===== src/rtl/sigdel_decim.sv =====
`default_nettype none
// ============================================================================
//  Module   : sigdel_decim
//  Purpose  : Sigma-delta bitstream decimator. A second-order CIC (sinc2)
//             filter with decimation ratio 2^DEC_LOG2 turns a 1-bit density
//             stream back into an OUT_W-bit parallel sample.
//  Ports    : clk        - clock, all logic on the rising edge
//             rst        - synchronous active-high reset, clears all state
//             din        - bitstream sample (1 = +full-scale, 0 = zero)
//             din_valid  - din is accepted only when this is high
//             dout       - decimated sample, held between updates
//             dout_valid - one-cycle pulse when dout carries a new sample
//             sat        - one-cycle pulse with dout_valid when dout clipped
//  Params   : OUT_W      - output width, must satisfy 2*DEC_LOG2 >= OUT_W
//             DEC_LOG2   - log2 of the decimation ratio N
//  Revision : 1.0 - initial release
// ============================================================================
module sigdel_decim #(
   parameter int OUT_W    = 8,
   parameter int DEC_LOG2 = 8
) (
   input  logic             clk,
   input  logic             rst,
   input  logic             din,
   input  logic             din_valid,
   output logic [OUT_W-1:0] dout,
   output logic             dout_valid,
   output logic             sat
);

   // Internal width: the sinc2 gain is N^2 = 2^(2*DEC_LOG2), plus one bit so
   // that full scale (exactly N^2) is representable and can be detected.
   localparam int W      = 2*DEC_LOG2 + 1;
   localparam int MSB    = 2*DEC_LOG2 - 1;
   localparam int LOW_W  = 2*DEC_LOG2 - OUT_W;
   localparam logic [DEC_LOG2-1:0] CNT_LAST = '1;
   localparam logic [1:0]          WARM_DONE = 2'd2;

   // ---------------------------------------------------------------------
   // State
   // ---------------------------------------------------------------------
   logic [W-1:0]        i1_q, i1_d;
   logic [W-1:0]        i2_q, i2_d;
   logic [DEC_LOG2-1:0] cnt_q, cnt_d;
   logic                tick_q, tick_d;
   logic [W-1:0]        snap_q, snap_d;
   logic [W-1:0]        i2_dly_q, i2_dly_d;
   logic [W-1:0]        c1_dly_q, c1_dly_d;
   logic [1:0]          warm_q, warm_d;
   logic [OUT_W-1:0]    dout_q, dout_d;
   logic                dout_valid_q, dout_valid_d;
   logic                sat_q, sat_d;

   logic [W-1:0]        din_ext_w;
   logic [W-1:0]        c1_w;
   logic [W-1:0]        c2_w;
   logic                clip_w;

   assign din_ext_w = {{(W-1){1'b0}}, din};

   // Both comb stages are evaluated in the cycle after the tick so that the
   // sample is registered and flagged exactly two cycles after the tick.
   assign c1_w   = snap_q - i2_dly_q;
   assign c2_w   = c1_w - c1_dly_q;
   // c2 never exceeds N^2, so the top bit alone marks the one clipped value.
   assign clip_w = c2_w[W-1];

   // ---------------------------------------------------------------------
   // Next-state logic
   // ---------------------------------------------------------------------
   always_comb begin
      i1_d         = i1_q;
      i2_d         = i2_q;
      cnt_d        = cnt_q;
      tick_d       = 1'b0;
      snap_d       = snap_q;
      i2_dly_d     = i2_dly_q;
      c1_dly_d     = c1_dly_q;
      warm_d       = warm_q;
      dout_d       = dout_q;
      dout_valid_d = 1'b0;
      sat_d        = 1'b0;

      // Integrators: i2 accumulates the already-updated i1. Wrap is intended.
      if (din_valid) begin
         i1_d  = i1_q + din_ext_w;
         i2_d  = i2_q + i1_d;
         cnt_d = cnt_q + 1'b1;
         if (cnt_q == CNT_LAST) begin
            tick_d = 1'b1;
            snap_d = i2_d;
         end
      end

      // Comb stages and output mapping, once per window.
      if (tick_q) begin
         i2_dly_d = snap_q;
         c1_dly_d = c1_w;
         if (clip_w) begin
            dout_d = '1;
         end else begin
            dout_d = c2_w[MSB -: OUT_W];
         end
         // The first two windows carry comb start-up transients; dout is
         // still updated but not advertised.
         if (warm_q == WARM_DONE) begin
            dout_valid_d = 1'b1;
            sat_d        = clip_w;
         end else begin
            warm_d = warm_q + 2'd1;
         end
      end
   end

   // ---------------------------------------------------------------------
   // Registers
   // ---------------------------------------------------------------------
   always_ff @(posedge clk) begin
      if (rst) begin
         i1_q         <= '0;
         i2_q         <= '0;
         cnt_q        <= '0;
         tick_q       <= 1'b0;
         snap_q       <= '0;
         i2_dly_q     <= '0;
         c1_dly_q     <= '0;
         warm_q       <= '0;
         dout_q       <= '0;
         dout_valid_q <= 1'b0;
         sat_q        <= 1'b0;
      end else begin
         i1_q         <= i1_d;
         i2_q         <= i2_d;
         cnt_q        <= cnt_d;
         tick_q       <= tick_d;
         snap_q       <= snap_d;
         i2_dly_q     <= i2_dly_d;
         c1_dly_q     <= c1_dly_d;
         warm_q       <= warm_d;
         dout_q       <= dout_d;
         dout_valid_q <= dout_valid_d;
         sat_q        <= sat_d;
      end
   end

   // Fraction bits below the output LSB are truncated by design.
   generate
      if (LOW_W > 0) begin : g_low_bits
         logic unused_low_w;
         assign unused_low_w = ^c2_w[LOW_W-1:0];
      end
   endgenerate

   assign dout       = dout_q;
   assign dout_valid = dout_valid_q;
   assign sat        = sat_q;

endmodule
`default_nettype wire


===== config.mk =====
export PLATFORM = sky130hd
export DESIGN_NAME = sigdel_decim
export DESIGN_NICKNAME = d
export VERILOG_FILES = /design/src/rtl/sigdel_decim.sv
export SDC_FILE = /design/constraint.sdc
export NUM_CORES = 1
export LEC_CHECK = 0
export CAP_MARGIN = 15
export CELL_PAD_IN_SITES_DETAIL_PLACEMENT = 1
export CELL_PAD_IN_SITES_GLOBAL_PLACEMENT = 2
export CORE_MARGIN = 4
export CORE_UTILIZATION = 39
export DETAILED_ROUTE_END_ITERATION = 12
export MAX_ROUTING_LAYER = met4
export PLACE_DENSITY_LB_ADDON = 0.1
export SETUP_SLACK_MARGIN = 0.2
export SLEW_MARGIN = 20
export SYNTH_ARGS = -nofsm -noshare
export SYNTH_HDL_FRONTEND = slang
export SYNTH_SLANG_ARGS = --single-unit

===== constraint.sdc =====
create_clock -name clk -period 4.34 [get_ports clk]
set_input_delay 0.434 -clock clk [delete_from_list [all_inputs] [get_ports clk]]
set_output_delay 0.434 -clock clk [all_outputs]
set_load 0.005 [all_outputs]

# Yosys cells after proc, flatten, opt, wreduce, memory -nomap -nowiden
# Cells that the tools add are included.
dict set report word_totals {
  ff_bits 106
  latch_bits 0
  mem_bits_rw 0
  mem_bits_ro 0
  inputBits 4
  word_cells 30
  mem_count 0
}
dict set report op_classes {
  n_addsub 6
  n_mul 0
  div_mod_pow 0
  order_cmp 0
  n_eq_ne 2
  shift 0
  mux 3
  bitwise 3
  reduce_logical 5
}
# operator count
set op_table {}
lappend op_table {{subtractor 17 bit} 2}
lappend op_table {{adder 17 x 1 -> 17 bit} 1}
lappend op_table {{adder 17 bit} 1}
lappend op_table {{adder 8 x 1 -> 8 bit (second input constant)} 1}
lappend op_table {{== test 8 bit (second input constant)} 1}
lappend op_table {{two-way mux 8 bit} 1}
lappend op_table {{AND reduction 2 bit} 2}
lappend op_table {{OR reduction 2 bit} 2}
lappend op_table {{inverter 1 bit} 3}
lappend op_table {{OR reduction 3 bit} 1}
lappend op_table {{adder 2 x 1 -> 2 bit (second input constant)} 1}
lappend op_table {{== test 2 bit (second input constant)} 1}
lappend op_table {{two-way mux 1 bit} 2}

# Depth between registers and ports, before layout
# Gate-level depths: netlist of run 1.
dict set report logic_depth {
  word_depth 3
  ltp_mapped 18
  mapped_depth_nobuf 18
}

# Worst setup path before layout of run 1
# Ideal clock, no wire load.
dict set report synth_path {
  path_kind {reg2reg}
  startpoint {register i2_dly_q[1]}
  endpoint {register dout_q[0], in the netlist dout[0]}
  arrival_time_ns 3.437
  t_required_ns 4.200
  setup_slack_ns 0.763
  stages_incl_launch_ff 17
  synth_period_minus_slack_ns 3.577
  cell_sequence {dfxtp_1 > inv_1 > ha_1 > nor2b_1 > o211ai_1 > a32oi_1 > a21o_1 > a21oi_1 > xnor2_1 > ha_1 > a21o_1 > a21o_1 > a21o_1 > o31ai_1 > a21oi_1 > xnor2_2 > a311oi_1}
}
dict set report synth_between {
  elab_chain_len 3
}
# item line
set synth_rtl {}
lappend synth_rtl {{start, declared} 47} ;# logic [W-1:0] i2_dly_q, i2_dly_d;
lappend synth_rtl {{start signal, assigned} 137} ;# i2_dly_q <= i2_dly_d;
lappend synth_rtl {{subtractor 17 bit} 63} ;# assign c1_w = snap_q - i2_dly_q;
lappend synth_rtl {{net c1_w[9]} 55} ;# logic [W-1:0] c1_w;
lappend synth_rtl {{subtractor 17 bit} 64} ;# assign c2_w = c1_w - c1_dly_q;
lappend synth_rtl {{two-way mux 8 bit} 99} ;# if (clip_w) begin
lappend synth_rtl {{end signal, assigned} 140} ;# dout_q <= dout_d;
lappend synth_rtl {{end, declared} 50} ;# logic [OUT_W-1:0] dout_q, dout_d;
# The timed path passes the listed nets, and every way through them passes these cells.
# A chain may end at the register's enable or synchronous reset.

# Final worst setup path of run 1
dict set report layout_path {
  startpoint {register snap_q[0]}
  endpoint {register dout_q[7], in the netlist dout[7]}
}
dict set report layout_between {
  elab_chain_len 3
}
# item line
set layout_rtl {}
lappend layout_rtl {{start, declared} 46} ;# logic [W-1:0] snap_q, snap_d;
lappend layout_rtl {{start signal, assigned} 136} ;# snap_q <= snap_d;
lappend layout_rtl {{subtractor 17 bit} 63}
lappend layout_rtl {{net c1_w[10]} 55}
lappend layout_rtl {{subtractor 17 bit} 64}
lappend layout_rtl {{two-way mux 8 bit} 99}
# The timed path passes the listed nets, and every way through them passes these cells.

==> results of run 1 <==
==> logic make-up (layout without fill, tap and decap cells) <==
family	count (synthesis)	in the layout	share of synthesized area, %
adders and majority gates	53	53	10.8
DFF	106	106	33.7
buffers and inverters	68	77	4.55
AOI/OAI and AO/OA	135	135	15.0
xor gates and xnor gates	63	63	9.00
muxes	47	47	7.49
and+or+nand+nor	253	253	19.4
==> per-layer routing <==
| layer | GRT usage, % | part of all wire [%] | up-vias |
|---|---|---|---|
| li1 | - | - | 2543 |
| met4 | 4.76 | 1.4 | 0 |
| met5 | - | 0 | - |
| met1 | 18.9 | 48 | 2313 |
| met2 | 28.3 | 49 | 30 |
| met3 | 2.16 | 1.6 | 16 |
==> flip-flops by register name (all words and copies together) (netlist names) <==
register    count
c1_dly_q       17
i1_q           17
i2_dly_q       17
i2_q           17
snap_q         17
cnt_q           8
dout            8
warm_q          2
dout_valid      1
sat             1
tick_q          1
==> stage by stage <==
stage,worst slack [ns],hold slack [ns]
2_1_floorplan,0.763,0.449
3_3_place_gp,0.251,0.467
3_5_place_dp,0.133,0.468
4_1_cts,0.228,0.479
5_1_grt,0.211,0.505
6_report,0.472,0.478
==> worst max-delay path, cell delays in order (launching register included) <==
cell and delay, ns:
dfxtp_1 0.35, inv_1 0.05, ha_1 0.22, fa_1 0.41, nand2b_1 0.19, a21o_1 0.22
a31oi_1 0.18, o21ai_0 0.13, a211oi_2 0.25, ha_1 0.32, a21o_1 0.19, a21o_1 0.23
or3_1 0.32, o221a_2 0.26, nor2_1 0.12, xor2_1 0.08, a311oi_1 0.24
==> worst min-delay path by stage <==
stage / slack, ns / from / to / depth (start not counted)
global placement: 0.47 / snap_q[0]$_SDFFE_PP0P_ / snap_q[0]$_SDFFE_PP0P_ / 2
finish: 0.48 / snap_q[0]$_SDFFE_PP0P_ / snap_q[0]$_SDFFE_PP0P_ / 2
floorplan: 0.45 / snap_q[0]$_SDFFE_PP0P_ / snap_q[0]$_SDFFE_PP0P_ / 2
detailed placement: 0.47 / snap_q[0]$_SDFFE_PP0P_ / snap_q[0]$_SDFFE_PP0P_ / 2
global route: 0.50 / snap_q[11]$_SDFFE_PP0P_ / snap_q[11]$_SDFFE_PP0P_ / 2
CTS: 0.48 / snap_q[0]$_SDFFE_PP0P_ / snap_q[0]$_SDFFE_PP0P_ / 2
==> layout make-up <==
type                    count  area share [%]
multi-input cells         551            56.0
flip-flops and latches    106            30.5
well taps                 216            3.88
clock buffers              10            3.28
repair buffers             20            2.58
inverters                  42            2.26
clock inverters             5            1.49
==> timing repair <==
item | CTS | global route
endpoints found under the setup margin | 0 | 9
hold buffers | 0 | 0
endpoints found under the hold margin | 0 | 0
resized for setup | 0 | 3
setup buffers | 0 | 1
==> power groups by stage <==
stage / Sequential, mW / Combinational (mW) / Clock (mW)
after floorplan: 1.00 / 0.0446 / 0
after global placement: 1.01 / 0.0587 / 0
after detailed placement: 1.01 / 0.0610 / 0
after CTS: 0.983 / 0.0610 / 0.971
after global routing: 0.984 / 0.0665 / 1.01
final: 0.983 / 0.0594 / 0.941
==> placed cells by master, fill, tap and decap left out, types with 3 or more instances in the layout <==
cell type	netlist	final
a211oi_1	7	6
a21o_1	10	10
a21oi_1	40	40
a311oi_1	8	8
a31oi_1	8	8
and2_1	3	3
and3_1	10	10
buf_4	2	8
bufinv_16	0	3
clkbuf_16	0	9
clkdlybuf4s50_1	0	12
dfxtp_1	106	105
ha_1	51	51
inv_1	42	42
mux2i_1	46	46
nand2_1	61	61
nand2b_1	7	7
nand3_1	11	11
nand4_1	10	10
nor2_1	105	105
nor3_1	9	9
o211ai_1	4	4
o21a_1	6	6
o21ai_0	22	22
o31ai_4	2	3
or2_2	4	4
or3_1	12	12
xnor2_1	23	23
xor2_1	38	38
==> results.cfg, run 1 <==
[power_and_ir_drop]
netSwitchingFraction_pct = 21.3
p_leak_nw = 2.74
power_frac_comb_pct = 3.0
total_power_mw = 1.98
peakVddDrop_mv = 0.191
internal_power_mw = 1.56
p_sw_uw = 423
power_frac_seq_pct = 49.6
power_frac_clock_pct = 47.4
p_per_area_nw_per_um2 = 284

[grt]
grt_pass1_vias = 5127
grt_pass1_wl_um = 23600
grt_overflow = 0
antenna_found_initial = 0
grt_max_degree = 81
grt_use_total_pct = 16.0

[yosys]
ys_seq_area_share_pct = 33.7
synth.most_common_cell = dfxtp_1
yosysWarnings = 0
synth-edff-count = 0
netlist.area_leader.share_pct = 33.7
synth-seq-cells = 106
synth_cell_types = 74
synth_area_leader_cell = dfxtp_1
synth_nets = 782
syn_inst = 725
ys.flop_type = dfxtp_1
syn_avg_cell_area_um2 = 8.68
synth.top_cells.by_count = dfxtp_1 (106), nor2_1 (105), nand2_1 (61), ha_1 (51), mux2i_1 (46)
async_flop_share_pct = 0
synth.area.top_cells = dfxtp_1 (34%), ha_1 (10%), mux2i_1 (7.3%), nor2_1 (6.3%), xor2_1 (5.3%)
synthesis.area_um2 = 6300

[placement]
gp_congestion = 0.856
port_buffers = 13
dp.cells = 934
post_dp_cell_area_um2 = 6610
dp_hpwl_um = 10000

[clocking]
clk_pin_slew_worst_paths_ns = 0.07
clk_latency_ns = 0.35
cts-root-buf = clkbuf_16
cts_tree = built
cts.sinks = 106
clock_path_buffers = 2
cts_max_level = 3
cts_buffers = 9

[timing]
rsz0062_at_grt = false
finClkSkew_ns = 0.00561
worst_pin_slew_ns = 0.851
min_period_ns = 3.87
fmax_mhz = 259
period_share_pct = 89.1
hold_viol = 0
setup_viol_count_final = 0
slew_violations = 0
relSlewSlack_pct = 43.3
finalSetupTns_ns = 0

[floorplanning]
die_y_um = 135
initial_core_util_pct = 39.8
io_pins = 14
core_um2 = 15800
die_area_um2 = 18200
row_count = 46
die_width_um = 135

[layout]
final_cell_area_um2 = 6970
antenna_cells = 0
multi_input_area_um2 = 3910
fillers = 1848
syn2layout_area_growth_pct = 10.7
final_core_util_pct = 44.0
drive_gt1_share_pct = 8.04
register_area_um2 = 2120
finalNonFillerCells = 950
final_nets = 787

[setup_path]
endpoint_kind = register
worstSetupEndpoint = dout[7]$_SDFFE_PP0P_
cp_max_fo = 4
critPathKind = register to register
r2r_slack_ns = 0.47
r2r_end = dout[7]$_SDFFE_PP0P_
required_ns = 4.60
critPathLaunch = snap_q[0]$_SDFFE_PP0P_
arrival_ns = 4.13
worstRegToRegCells = 16
worst_setup_path_start_kind = register
worstReg2RegStart = snap_q[0]$_SDFFE_PP0P_

[drt]
vias_per_cell = 5.16
drc = 0
postRouteAntennaNets = 0
wl_per_cell_um = 14.3
drt_pre_antenna_iters = 4
initialDrtViolationCount = 77
vias = 4902
wl_um = 13600

[hold_path]
hold_path.class = register to register

[run]
cap_violations = 0

[outcome]
status = finished clean
(Power assumes the default switching activity.)
==> inputs of run 2 (changes only) <==
--- a/config.mk
+++ b/config.mk
@@ -8,7 +8,7 @@
 export CAP_MARGIN = 15
 export CELL_PAD_IN_SITES_DETAIL_PLACEMENT = 1
 export CELL_PAD_IN_SITES_GLOBAL_PLACEMENT = 2
-export CORE_MARGIN = 4
+export CORE_MARGIN = 5
 export CORE_UTILIZATION = 39
 export DETAILED_ROUTE_END_ITERATION = 12
 export MAX_ROUTING_LAYER = met4
==> results.cfg, run 2 (synthesis results as in run 1) <==
[setup_path]
arrival_ns = 4.13
required_ns = 4.58
crit_slowest_cell = fa_1
worstPathCellList = inv_1, ha_1, fa_1, nand2b_1, a21o_1, a31oi_1, o21ai_0, a211oi_2, ha_1, a21o_1, a21o_1, o31ai_2, a21oi_1, xnor2_2, buf_4, a311oi_1
endpoint_kind = register
cp_slowest_stage_delay_ns = 0.41
worstReg2RegStart = snap_q[0]$_SDFFE_PP0P_
r2r_end = dout[3]$_SDFFE_PP0P_
critPathLaunch = snap_q[0]$_SDFFE_PP0P_
worstRegToRegCells = 16
r2r_slack_ns = 0.45
critPathKind = register to register
crit_path_frequent_cell = a21o_1
cp_max_fo = 8
worstSetupEndpoint = dout[3]$_SDFFE_PP0P_
worst_setup_path_start_kind = register

[drt]
wl_per_cell_um = 14.0
initialDrtViolationCount = 115
postRouteAntennaNets = 0
vias_per_cell = 5.16
vias = 4911
wl_um = 13300
drc = 0
drt_pre_antenna_iters = 4

[clocking]
clock_path_buffers = 2
clk_pin_slew_worst_paths_ns = 0.07
postCtsHoldBufs = 0
cts.sinks = 106
cts-root-buf = clkbuf_16
cts_max_level = 3
cts_buffers = 9
cts_tree = built
clk_latency_ns = 0.34

[layout]
syn2layout_area_growth_pct = 10.1
final_nets = 788
multi_input_area_um2 = 3900
final_cell_mix = nor2_1 (105), dfxtp_1 (104), nand2_1 (61)
antenna_cells = 0
register_area_um2 = 2120
layout_commonest_cell = nor2_1
final_core_util_pct = 43.6
drive_gt1_share_pct = 8.30
final_cell_area_um2 = 6930
fillers = 1887

[timing]
fmax_mhz = 257
rsz0062_at_grt = false
hold_ws_ns = 0.480
period_share_pct = 89.6
relSlewSlack_pct = 44.4
setup_viol_count_final = 0
worst_pin_slew_ns = 0.834
min_period_ns = 3.89
finalSetupTns_ns = 0
hold_viol = 0
finClkSkew_ns = 0.00887
slew_violations = 0

[placement]
post_dp_cell_area_um2 = 6610
port_buffers = 13
dp_hpwl_um = 9740
gp_congestion = 0.767

[hold_path]
hold_path.class = register to register

[grt]
grt_use_total_pct = 15.9
grt_pass1_wl_um = 24000
antenna_found_initial = 0
grt_pass1_vias = 5213
grt_max_degree = 81
grt_overflow = 0

[floorplanning]
die_y_um = 137
io_pins = 14
initial_core_util_pct = 39.6
row_count = 46
die_area_um2 = 18800
die_width_um = 137
core_um2 = 15900

[power_and_ir_drop]
total_power_mw = 1.87
p_per_area_nw_per_um2 = 270
p_leak_nw = 2.72
peakVddDrop_mv = 0.204

[outcome]
status = finished clean

[run]
cap_violations = 0
[run 2: cell count changes in the layout (fill, tap and decap cells not counted), sizes merged]
| cell | previous run | this run |
|---|---|---|
| buf | 8 | 9 |
| clkinv | 2 | 3 |
| clkbuf | 10 | 11 |
| bufinv | 3 | 1 |
[run 2: cell type report]
cell class | count | share of cell area (%)
clock buffers | 11 | 3.50
clock inverters | 4 | 0.758
inverters | 42 | 2.27
multi-input cells | 551 | 56.2
flip-flops and latches | 106 | 30.6
well taps | 216 | 3.90
repair buffers | 21 | 2.71
[run 2: report_power, final]
group | internal (mW) | total [mW] | switching (mW)
Clock | 0.462 | 0.831 | 0.369
Sequential | 0.978 | 0.983 | 0.00450
Combinational | 0.0204 | 0.0579 | 0.0375
Total | 1.46 | 1.87 | 0.411
[run 2: how the worst min path moves through the flow]
stage,start,to,cells past startpoint
after floorplan,snap_q[0]$_SDFFE_PP0P_,snap_q[0]$_SDFFE_PP0P_,2
after global placement,c1_dly_q[0]$_SDFFE_PP0P_,c1_dly_q[0]$_SDFFE_PP0P_,2
after detailed placement,snap_q[12]$_SDFFE_PP0P_,snap_q[12]$_SDFFE_PP0P_,2
after CTS,snap_q[0]$_SDFFE_PP0P_,snap_q[0]$_SDFFE_PP0P_,2
after global routing,snap_q[10]$_SDFFE_PP0P_,snap_q[10]$_SDFFE_PP0P_,2
final,snap_q[11]$_SDFFE_PP0P_,snap_q[11]$_SDFFE_PP0P_,2
[run 2: routing by layer]
layer  up-vias  wire, µm  global-route usage (%)
met5         -         0                       -
met4         0       113                    3.82
met3         7       239                    2.76
met2        20      6730                    27.9
met1      2345      6240                    18.9
li1       2539         -                       -
[run 2: critical path: cells and delay by family, from the launching register on]
family,cells,cell delay (ns)
XOR/XNOR,1,0.16
buffers and inverters,2,0.22
adder cells (fa/ha/maj),3,0.96
AO/OA/AOI/OAI,9,1.90
flip-flops,1,0.36
AND/OR/NAND/NOR,1,0.18
[run 2: per-stage QoR]
stage          instances  worst slack, ns
2_1_floorplan        725            0.763
4_1_cts              949            0.250
5_1_grt              951            0.201
3_5_place_dp         934           0.0838
6_report             951            0.450
3_3_place_gp         934            0.215
[run 2: timing repair]
action	4_1_cts	5_1_grt
endpoints found under the setup margin	0	9
endpoints found under the hold margin	0	0
buffers inserted	0	2
resized for setup	0	3
==> inputs of run 3 (changes only) <==
--- a/config.mk
+++ b/config.mk
@@ -8,6 +8,7 @@
 export CAP_MARGIN = 15
 export CELL_PAD_IN_SITES_DETAIL_PLACEMENT = 1
 export CELL_PAD_IN_SITES_GLOBAL_PLACEMENT = 2
+export CORE_ASPECT_RATIO = 1.5
 export CORE_MARGIN = 5
 export CORE_UTILIZATION = 39
 export DETAILED_ROUTE_END_ITERATION = 12
==> results.cfg, run 3 (synthesis results as in run 1) <==
[outcome]
status = finished clean

[setup_path]
arrival_ns = 4.14
crit_slowest_cell = dfxtp_2
endpoint_kind = register
crit_path_frequent_cell = a21o_1
worstPathCellList = inv_1, ha_1, nor2b_1, o211ai_1, a32oi_2, a21o_1, a21oi_1, xnor2_1, ha_1, a21o_1, a21o_1, a21o_1, or3_1, o221a_2, nor2_1, xor2_1, a311oi_1
required_ns = 4.59
cp_slowest_stage_delay_ns = 0.35
worst_setup_path_start_kind = register
critPathKind = register to register
cp_max_fo = 5

[clocking]
cts_tree = built
cts_setup_buffers = 0
postCtsHoldBufs = 0
cts_max_level = 3
clock_path_buffers = 2
cts-root-buf = clkbuf_16
cts.sinks = 106
cts_buffers = 9
clk_pin_slew_worst_paths_ns = 0.07
clk_latency_ns = 0.35

[hold_path]
hold_path.class = register to register

[timing]
hold_viol = 0
finalSetupTns_ns = 0
min_period_ns = 3.89
setup_viol_count_final = 0
rsz0062_at_grt = false
finClkSkew_ns = 0.00926
fmax_mhz = 257
relSlewSlack_pct = 49.7
slew_violations = 0
period_share_pct = 89.7
worst_pin_slew_ns = 0.754

[placement]
gp_congestion = 0.835
dp.cells = 926
dp_hpwl_um = 10100
post_dp_cell_area_um2 = 6610
port_buffers = 13

[power_and_ir_drop]
peakVddDrop_mv = 0.161
p_leak_nw = 2.71
p_sw_uw = 407
p_per_area_nw_per_um2 = 262
internal_power_mw = 1.40
power_frac_clock_pct = 42.5
power_frac_comb_pct = 3.1
power_frac_seq_pct = 54.4
netSwitchingFraction_pct = 22.5

[drt]
postRouteAntennaNets = 0
drt_pre_antenna_iters = 4
wl_um = 13700
drc = 0
initialDrtViolationCount = 121
vias_per_cell = 5.22
wl_per_cell_um = 14.5
vias = 4914

[floorplanning]
die_area_um2 = 18800
row_count = 57
core_um2 = 16000
initial_core_util_pct = 39.2
io_pins = 14
die_y_um = 166
die_width_um = 114

[layout]
final_nets = 788
antenna_cells = 0
final_cell_area_um2 = 6910
fillers = 1907
drive_gt1_share_pct = 8.44
final_cell_mix = nor2_1 (105), dfxtp_1 (104), nand2_1 (61)
syn2layout_area_growth_pct = 9.80
finalNonFillerCells = 941
layout_commonest_cell = nor2_1

[grt]
grt_pass1_vias = 5277
antenna_found_initial = 0
grt_overflow = 0
grt_use_total_pct = 15.6
grt_max_degree = 69
grt_pass1_wl_um = 23900

[run]
cap_violations = 0
==> run 3: repair_timing <==
item	in CTS	in global routing
endpoints found under the hold margin	0	0
gates resized for setup	0	6
endpoints found under the setup margin	0	9
==> run 3: final timing paths <==
kind | startpoint | end | slack [ns] | cells past startpoint
setup reg to reg | i2_dly_q[1]$_SDFFE_PP0P_ | dout[7]$_SDFFE_PP0P_ | 0.45 | 17
hold reg to reg | snap_q[10]$_SDFFE_PP0P_ | snap_q[10]$_SDFFE_PP0P_ | 0.48 | 2
setup / recovery | i2_dly_q[1]$_SDFFE_PP0P_ | dout[7]$_SDFFE_PP0P_ | 0.45 | 17
hold / removal | snap_q[10]$_SDFFE_PP0P_ | snap_q[10]$_SDFFE_PP0P_ | 0.48 | 2
==> run 3: cell type report <==
cell class              count  area (µm²)  area share (%)
inverters                  42         158            2.28
flip-flops and latches    106        2120            30.7
multi-input cells         551        3910            56.6
clock inverters             4        28.8           0.416
clock buffers              11         243            3.51
well taps                 206         258            3.73
repair buffers             21         188            2.71
==> run 3: critical path, delay by kind of cell (launching register included) <==
kind                       cells  cell delay, ns
DFF                            1            0.35
AOI/OAI and AO/OA              9            1.98
and+or+nand+nor                3            0.57
adders and majority gates      2            0.58
xor gates and xnor gates       2            0.24
buffers and inverters          1            0.05
==> run 3: through the flow <==
step | total power, mW | worst slack [ns] | utilization (%) | hold slack, ns
after floorplan | 1.05 | 0.763 | - | 0.449
after global placement | 1.06 | 0.213 | 41.2 | 0.463
after detailed placement | 1.06 | 0.123 | 41.2 | 0.475
after CTS | 1.86 | 0.265 | 42.9 | 0.486
after global routing | 1.89 | 0.219 | 43.1 | 0.510
final | 1.81 | 0.448 | 43.1 | 0.482
==> run 3: routing by layer <==
layer	wire, µm	vias up	part of all wire [%]	track usage, %
met5	0	-	0	-
met4	261	0	1.9	4.71
met3	218	18	1.6	2.52
li1	-	2528	-	-
met1	5690	2335	42	16.2
met2	7520	33	55	29.3
==> run 3: power by group through the flow <==
stage	registers, mW	clock network [mW]	logic (mW)
3_5_place_dp	1.01	0	0.0580
2_1_floorplan	1.00	0	0.0446
4_1_cts	0.983	0.814	0.0584
3_3_place_gp	1.01	0	0.0561
5_1_grt	0.984	0.844	0.0655
6_report	0.983	0.768	0.0561
